===== config.mk =====
export PLATFORM = sky130hd
export DESIGN_NAME = vga_text_renderer
export DESIGN_NICKNAME = d
export VERILOG_FILES = /design/src/rtl/vga_text_renderer.sv
export SDC_FILE = /design/constraint.sdc
export NUM_CORES = 1
export LEC_CHECK = 0
export ABC_AREA = 1
export CORE_ASPECT_RATIO = 2
export CORE_UTILIZATION = 38
export CTS_CLUSTER_SIZE = 40
export DETAILED_ROUTE_END_ITERATION = 16
export PLACE_DENSITY = 0.75
export SYNTH_ARGS = -nofsm -noshare
export SYNTH_HDL_FRONTEND = slang
export SYNTH_SLANG_ARGS = --single-unit
export TNS_END_PERCENT = 10

===== constraint.sdc =====
create_clock -name clk_i -period 3.3 [get_ports clk_i]
set_input_delay 0.66 -clock clk_i [delete_from_list [all_inputs] [get_ports clk_i]]
set_output_delay 0.66 -clock clk_i [all_outputs]
set_load 0.1 [all_outputs]

===== src/rtl/vga_text_renderer.sv =====
`default_nettype none
// ============================================================================
// Module      : vga_text_renderer
// Description : Character-cell text renderer. Maps pixel coordinates to screen
//               buffer and tile ROM reads, adds a blinking block cursor and
//               emits registered RGB444 with sync/blank delayed 3 cycles.
// Revision    : 1.0 - initial release
// ============================================================================
module vga_text_renderer #(
    parameter int          H_TILES       = 80,
    parameter int          V_TILES       = 30,
    parameter int          WORDS_PER_ROW = 20,
    parameter int          ADDR_WIDTH    = 10,
    parameter int          DATA_WIDTH    = 28,
    parameter int          SINGLE_DATA   = 7,
    parameter logic [11:0] FG_COLOR      = 12'hFFF,
    parameter logic [11:0] BG_COLOR      = 12'h000,
    parameter logic        SYNC_ACTIVE   = 1'b0,
    parameter int          BLINK_FRAMES  = 30
) (
    input  logic                   clk_i,
    input  logic                   rstn_i,
    input  logic [9:0]             hpos_i,
    input  logic [9:0]             vpos_i,
    input  logic                   video_on_i,
    input  logic                   hsync_i,
    input  logic                   vsync_i,
    output logic [ADDR_WIDTH-1:0]  buf_addr_o,
    input  logic [DATA_WIDTH-1:0]  buf_data_i,
    output logic [10:0]            tile_addr_o,
    input  logic [7:0]             tile_data_i,
    input  logic                   cursor_en_i,
    input  logic [11:0]            cursor_pos_i,
    output logic [11:0]            rgb_o,
    output logic                   hsync_o,
    output logic                   vsync_o,
    output logic                   video_on_o
);

    localparam int                 C_CNT_W    = (BLINK_FRAMES > 1) ? $clog2(BLINK_FRAMES) : 1;
    localparam logic [C_CNT_W-1:0] C_CNT_LAST = C_CNT_W'(BLINK_FRAMES - 1);
    localparam logic               C_SYNC_OFF = ~SYNC_ACTIVE;

    // Stage 0: tile coordinates and buffer address
    logic [6:0]  w_htile;
    logic [4:0]  w_vtile;
    logic [11:0] w_tile_idx;
    logic        w_unused;

    assign w_htile    = hpos_i[9:3];
    assign w_vtile    = vpos_i[8:4];
    assign w_unused   = vpos_i[9];
    assign w_tile_idx = 12'(w_vtile) * 12'(H_TILES) + 12'(w_htile);
    assign buf_addr_o = video_on_i
                      ? (ADDR_WIDTH'(w_vtile) * ADDR_WIDTH'(WORDS_PER_ROW) + ADDR_WIDTH'(w_htile[6:2]))
                      : '0;

    logic [1:0]  r1_sel;
    logic [3:0]  r1_row;
    logic [2:0]  r1_col;
    logic [11:0] r1_idx;
    logic        r1_von;
    logic        r1_hs;
    logic        r1_vs;

    logic [2:0]  r2_col;
    logic        r2_hit;
    logic        r2_von;
    logic        r2_hs;
    logic        r2_vs;

    logic               r_vs_prev;
    logic [C_CNT_W-1:0] r_blink_cnt;
    logic               r_phase;

    // Stage 1: unpack character, sel 0 sits in the low bits of the word
    logic [SINGLE_DATA-1:0] w_char;
    logic                   w_hit;

    assign w_char      = buf_data_i[r1_sel*SINGLE_DATA +: SINGLE_DATA];
    assign tile_addr_o = {w_char, r1_row};
    assign w_hit       = cursor_en_i && r1_von && (r1_idx == cursor_pos_i);

    // Stage 2: pixel select, bit 7 is the leftmost pixel of the tile row
    logic w_bit;
    logic w_pix;
    logic w_vs_edge;

    assign w_bit     = tile_data_i[3'd7 - r2_col];
    assign w_pix     = w_bit ^ (r2_hit & r_phase);
    assign w_vs_edge = (vsync_i == SYNC_ACTIVE) && (r_vs_prev != SYNC_ACTIVE);

    always_ff @(posedge clk_i) begin
        if (!rstn_i) begin
            r1_sel      <= '0;
            r1_row      <= '0;
            r1_col      <= '0;
            r1_idx      <= '0;
            r1_von      <= 1'b0;
            r1_hs       <= C_SYNC_OFF;
            r1_vs       <= C_SYNC_OFF;
            r2_col      <= '0;
            r2_hit      <= 1'b0;
            r2_von      <= 1'b0;
            r2_hs       <= C_SYNC_OFF;
            r2_vs       <= C_SYNC_OFF;
            rgb_o       <= '0;
            hsync_o     <= C_SYNC_OFF;
            vsync_o     <= C_SYNC_OFF;
            video_on_o  <= 1'b0;
            r_vs_prev   <= C_SYNC_OFF;
            r_blink_cnt <= '0;
            r_phase     <= 1'b0;
        end else begin
            r1_sel      <= w_htile[1:0];
            r1_row      <= vpos_i[3:0];
            r1_col      <= hpos_i[2:0];
            r1_idx      <= w_tile_idx;
            r1_von      <= video_on_i;
            r1_hs       <= hsync_i;
            r1_vs       <= vsync_i;
            r2_col      <= r1_col;
            r2_hit      <= w_hit;
            r2_von      <= r1_von;
            r2_hs       <= r1_hs;
            r2_vs       <= r1_vs;
            rgb_o       <= r2_von ? (w_pix ? FG_COLOR : BG_COLOR) : 12'h000;
            hsync_o     <= r2_hs;
            vsync_o     <= r2_vs;
            video_on_o  <= r2_von;
            r_vs_prev   <= vsync_i;
            // Count frames on entry into vsync; toggle the cursor each half-period
            if (w_vs_edge) begin
                if (r_blink_cnt == C_CNT_LAST) begin
                    r_blink_cnt <= '0;
                    r_phase     <= ~r_phase;
                end else begin
                    r_blink_cnt <= r_blink_cnt + 1'b1;
                end
            end
        end
    end

endmodule
`default_nettype wire


==> summary.md <==
| Metric | Value |
|---|---|
| Worst EP required | 2.64 ns |
| Fin area | 0.00347 mm^2 |
| Routed WL | 5.61 mm |
| Antenna Cells | 0 |
| Most common cell after layout, fill and taps aside | clkdlybuf4s50_1 |
| Vias in the first global route | 2120 |
| Worst setup path end | buf_addr_o[8] |
| Power Density | 431 mW/mm^2 |
| Stages on worst setup path | 10 |
| Period Utilization, post-route | 96.9% |
| FF-to-FF path depth | 6 |
| Final nets | 501 |
| CP endpoint kind | output port |
| Register area share after synthesis | 36.8% |
| Crit-path cells | clkdlybuf4s50_1 > ha_1 > inv_1 > fa_2 > o21bai_2 > nand3_2 > nand3_1 > nand2_2 > nor2_2 > buf_12 |
| Synth async-reset ratio | 0% |
| Share of cells above drive strength 1 | 22.2% |
| WHS | 0.422 ns |
| Vias per cell | 4.63 |
| Die H | 108 um |
| CTS Buffer Depth | 2 |
| First-pass GRT wire length | 8.70 mm |
| Hold Startpoint | r1_col[2]$_SDFF_PN0_ |
| Reg area | 781 um^2 |
| Final Critical Period | 3.20 ns |
| DRT Pass-1 Iters | 4 |
| Finish-stage setup viols | 0 |
| FILL cells | 458 |
| Final Hold Fails | 0 |
| Status | completed |
| Total chip power | 1.50 mW |
| Initial antenna violation count | 0 |
| EDFF count, synth | 0 |
| Tightest Pin Transition | 0.961 ns |
| Syn avg cell area | 7.09 um^2 |
| Critical path type | in2out |
| # rows | 38 |
| Reg2reg end | r2_hit$_SDFF_PN0_ |
| Top delay family on crit path | buffers and inverters |
| Flop-to-flop setup slack | 1.93 ns |
| H-tree depth reported by CTS | 2 |
| Detail Route Antenna Nets | 0 |
| Syn_nets | 386 |
| Type of the worst min-delay path | reg2reg |
| Vias | 2200 |
| Buf/Inv on CP | 3 |
| Avg WL per Cell | 11.8 um |
| Worst vdd ir | 0.000354 V |
| Fmax | 313 MHz |
| Core footprint | 0.00537 mm^2 |
| Slowest CP cell | clkdlybuf4s50_1 |
| Area of the multi-input gates | 0.00109 mm^2 |
| Area growth syn-to-layout | 63.8% |
| Prevailing post-synth register cell | dfxtp_1 |
| Number of library cell types mapped by synthesis | 25 |
| Largest net degree at the start of global routing | 22 |
| Pre-CTS setup slack | -0.309 ns |
| Number of remaining DRC errors | 0 |
| Slew headroom | 35.7% |
| Initial Util | 39.5% |
| Die area | 0.00590 mm^2 |
| Startpoint Class | input port |
| Clk_lat worst skew | 0.29 ns |
| Dpl hpwl | 4.49 mm |
| Clock Tree Root | clkbuf_8 |
| Max_cap viols | 0 |
| Final max-slew violation count | 0 |
| Worst Skew | 0.00629 ns |
| CP arrival | 2.54 ns |
| Yosys reg bits | 39 |
| Drt initial violations | 26 |
| Syn Std Cell Area | 0.00212 mm^2 |
| Clock transition at path regs | 0.08 ns |
| GRT Total Usage | 20.3% |
| CP Max Fanout | 2 |
| Die Wd | 54.8 um |
| CTS tree | yes |
| Leak | 1.71 nW |
| RePlAce Congestion | 0.784 |
| Setup TNS | 0 ns |
| Global route total overflow | 0 |
| CTS buffer count | 5 |
| I/O Buffers | 108 |
| Io pins | 110 |
| # clock sinks | 39 |
| Dpl cell area | 0.00325 mm^2 |
| Synth warn | 0 |
| CP max stage delay | 0.46 ns |
| Slack of the critical path | 0.104 ns |
| Cells after Synth | 299 |
| Commonest non-fill, non-tap cells in the layout | clkdlybuf4s50_1, nand2_1, inv_1, buf_4 |
| CP startpoint | hpos_i[7] |
| Reg2reg start | r1_sel[0]$_SDFF_PN0_ |
==> per-layer routing <==
| layer | track usage [%] | part of all wire (%) | vias up |
|---|---|---|---|
| met5 | 0 | 0 | - |
| met4 | 9.89 | 4.5 | 0 |
| met3 | 4.24 | 6.1 | 21 |
| met2 | 39.5 | 58 | 76 |
| met1 | 17.4 | 31 | 971 |
| li1 | - | - | 1132 |
==> tightest hold or removal path, cell delays in order (launching register included) <==
cell and delay, ns:
dfxtp_1 0.31, nand2_1 0.04, inv_1 0.04
==> worst min path at each step <==
stage	end	slack, ns	depth (start not counted)
floorplan	r2_col[0]$_SDFF_PN0_	0.39	2
global placement	vsync_o$_SDFF_PN1_	0.40	1
detailed placement	r2_col[2]$_SDFF_PN0_	0.40	2
CTS	hsync_o$_SDFF_PN1_	0.43	1
global route	vsync_o$_SDFF_PN1_	0.44	1
finish	r2_col[2]$_SDFF_PN0_	0.42	2
==> registers in the layout, summed over array words and instances (netlist names) <==
register	flops
r1_row	4
r1_col	3
r_phase	1
hsync_o	1
r_blink_cnt	5
video_on_o	1
rgb_o	1
r2_vs	1
r1_sel	1
r1_hs	1
vsync_o	1
r1_idx	11
r2_col	3
r2_hs	1
r2_hit	1
r1_von	1
r_vs_prev	1
r2_von	1
==> synthesized netlist by cell type (all sizes together), types with 2 or more instances <==
cell type | instances | share of area [%]
nand2 | 59 | 11
inv | 57 | 10
nor2 | 46 | 9.1
dfxtp | 39 | 37
o21ai | 19 | 4.5
buf | 16 | 5.1
nand3 | 12 | 3.1
ha | 11 | 6.5
o22ai | 10 | 3.0
a21oi | 7 | 1.7
xor2 | 6 | 2.5
or2 | 5 | 1.5
xnor2 | 4 | 1.7
fa | 2 | 1.9
nand4 | 2 | 0.59
==> kinds of logic (layout without fill, tap and decap cells) <==
group	count (synthesis)	after routing	synth area share, %
simple gates	126	126	25.5
buf+inv	73	189	15.2
flops	39	39	36.8
compound gates	38	38	9.98
fa+ha+maj	13	13	8.38
xor+xnor	10	10	4.13
==> final cells by class <==
class                   instances  share of cell area, %
clock buffers                   5                   1.98
inverters                      57                   6.16
repair buffers                124                   34.5
multi-input cells             187                   31.5
clock inverters                 3                   1.26
flip-flops and latches         39                   22.5
well taps                      60                   2.16
==> repair_timing <==
item,in CTS,in global routing
hold buffers,0,0
resized for setup,13,13
setup buffers,8,0
pin swaps,6,7
endpoints found under the setup margin,4,4
==> per-stage QoR <==
stage          instances  utilization (%)
2_1_floorplan        299                -
5_1_grt              475             64.6
6_report             475             64.6
4_1_cts              475             64.2
3_5_place_dp         459             60.5
3_3_place_gp         459             60.5
==> power by group <==
group          total (mW)  internal, mW  switching (mW)
combinational       0.595         0.229           0.366
clock               0.386         0.225           0.161
sequential          0.516         0.499          0.0171
total                1.50         0.953           0.544
Power figures use the tool's default switching activity.
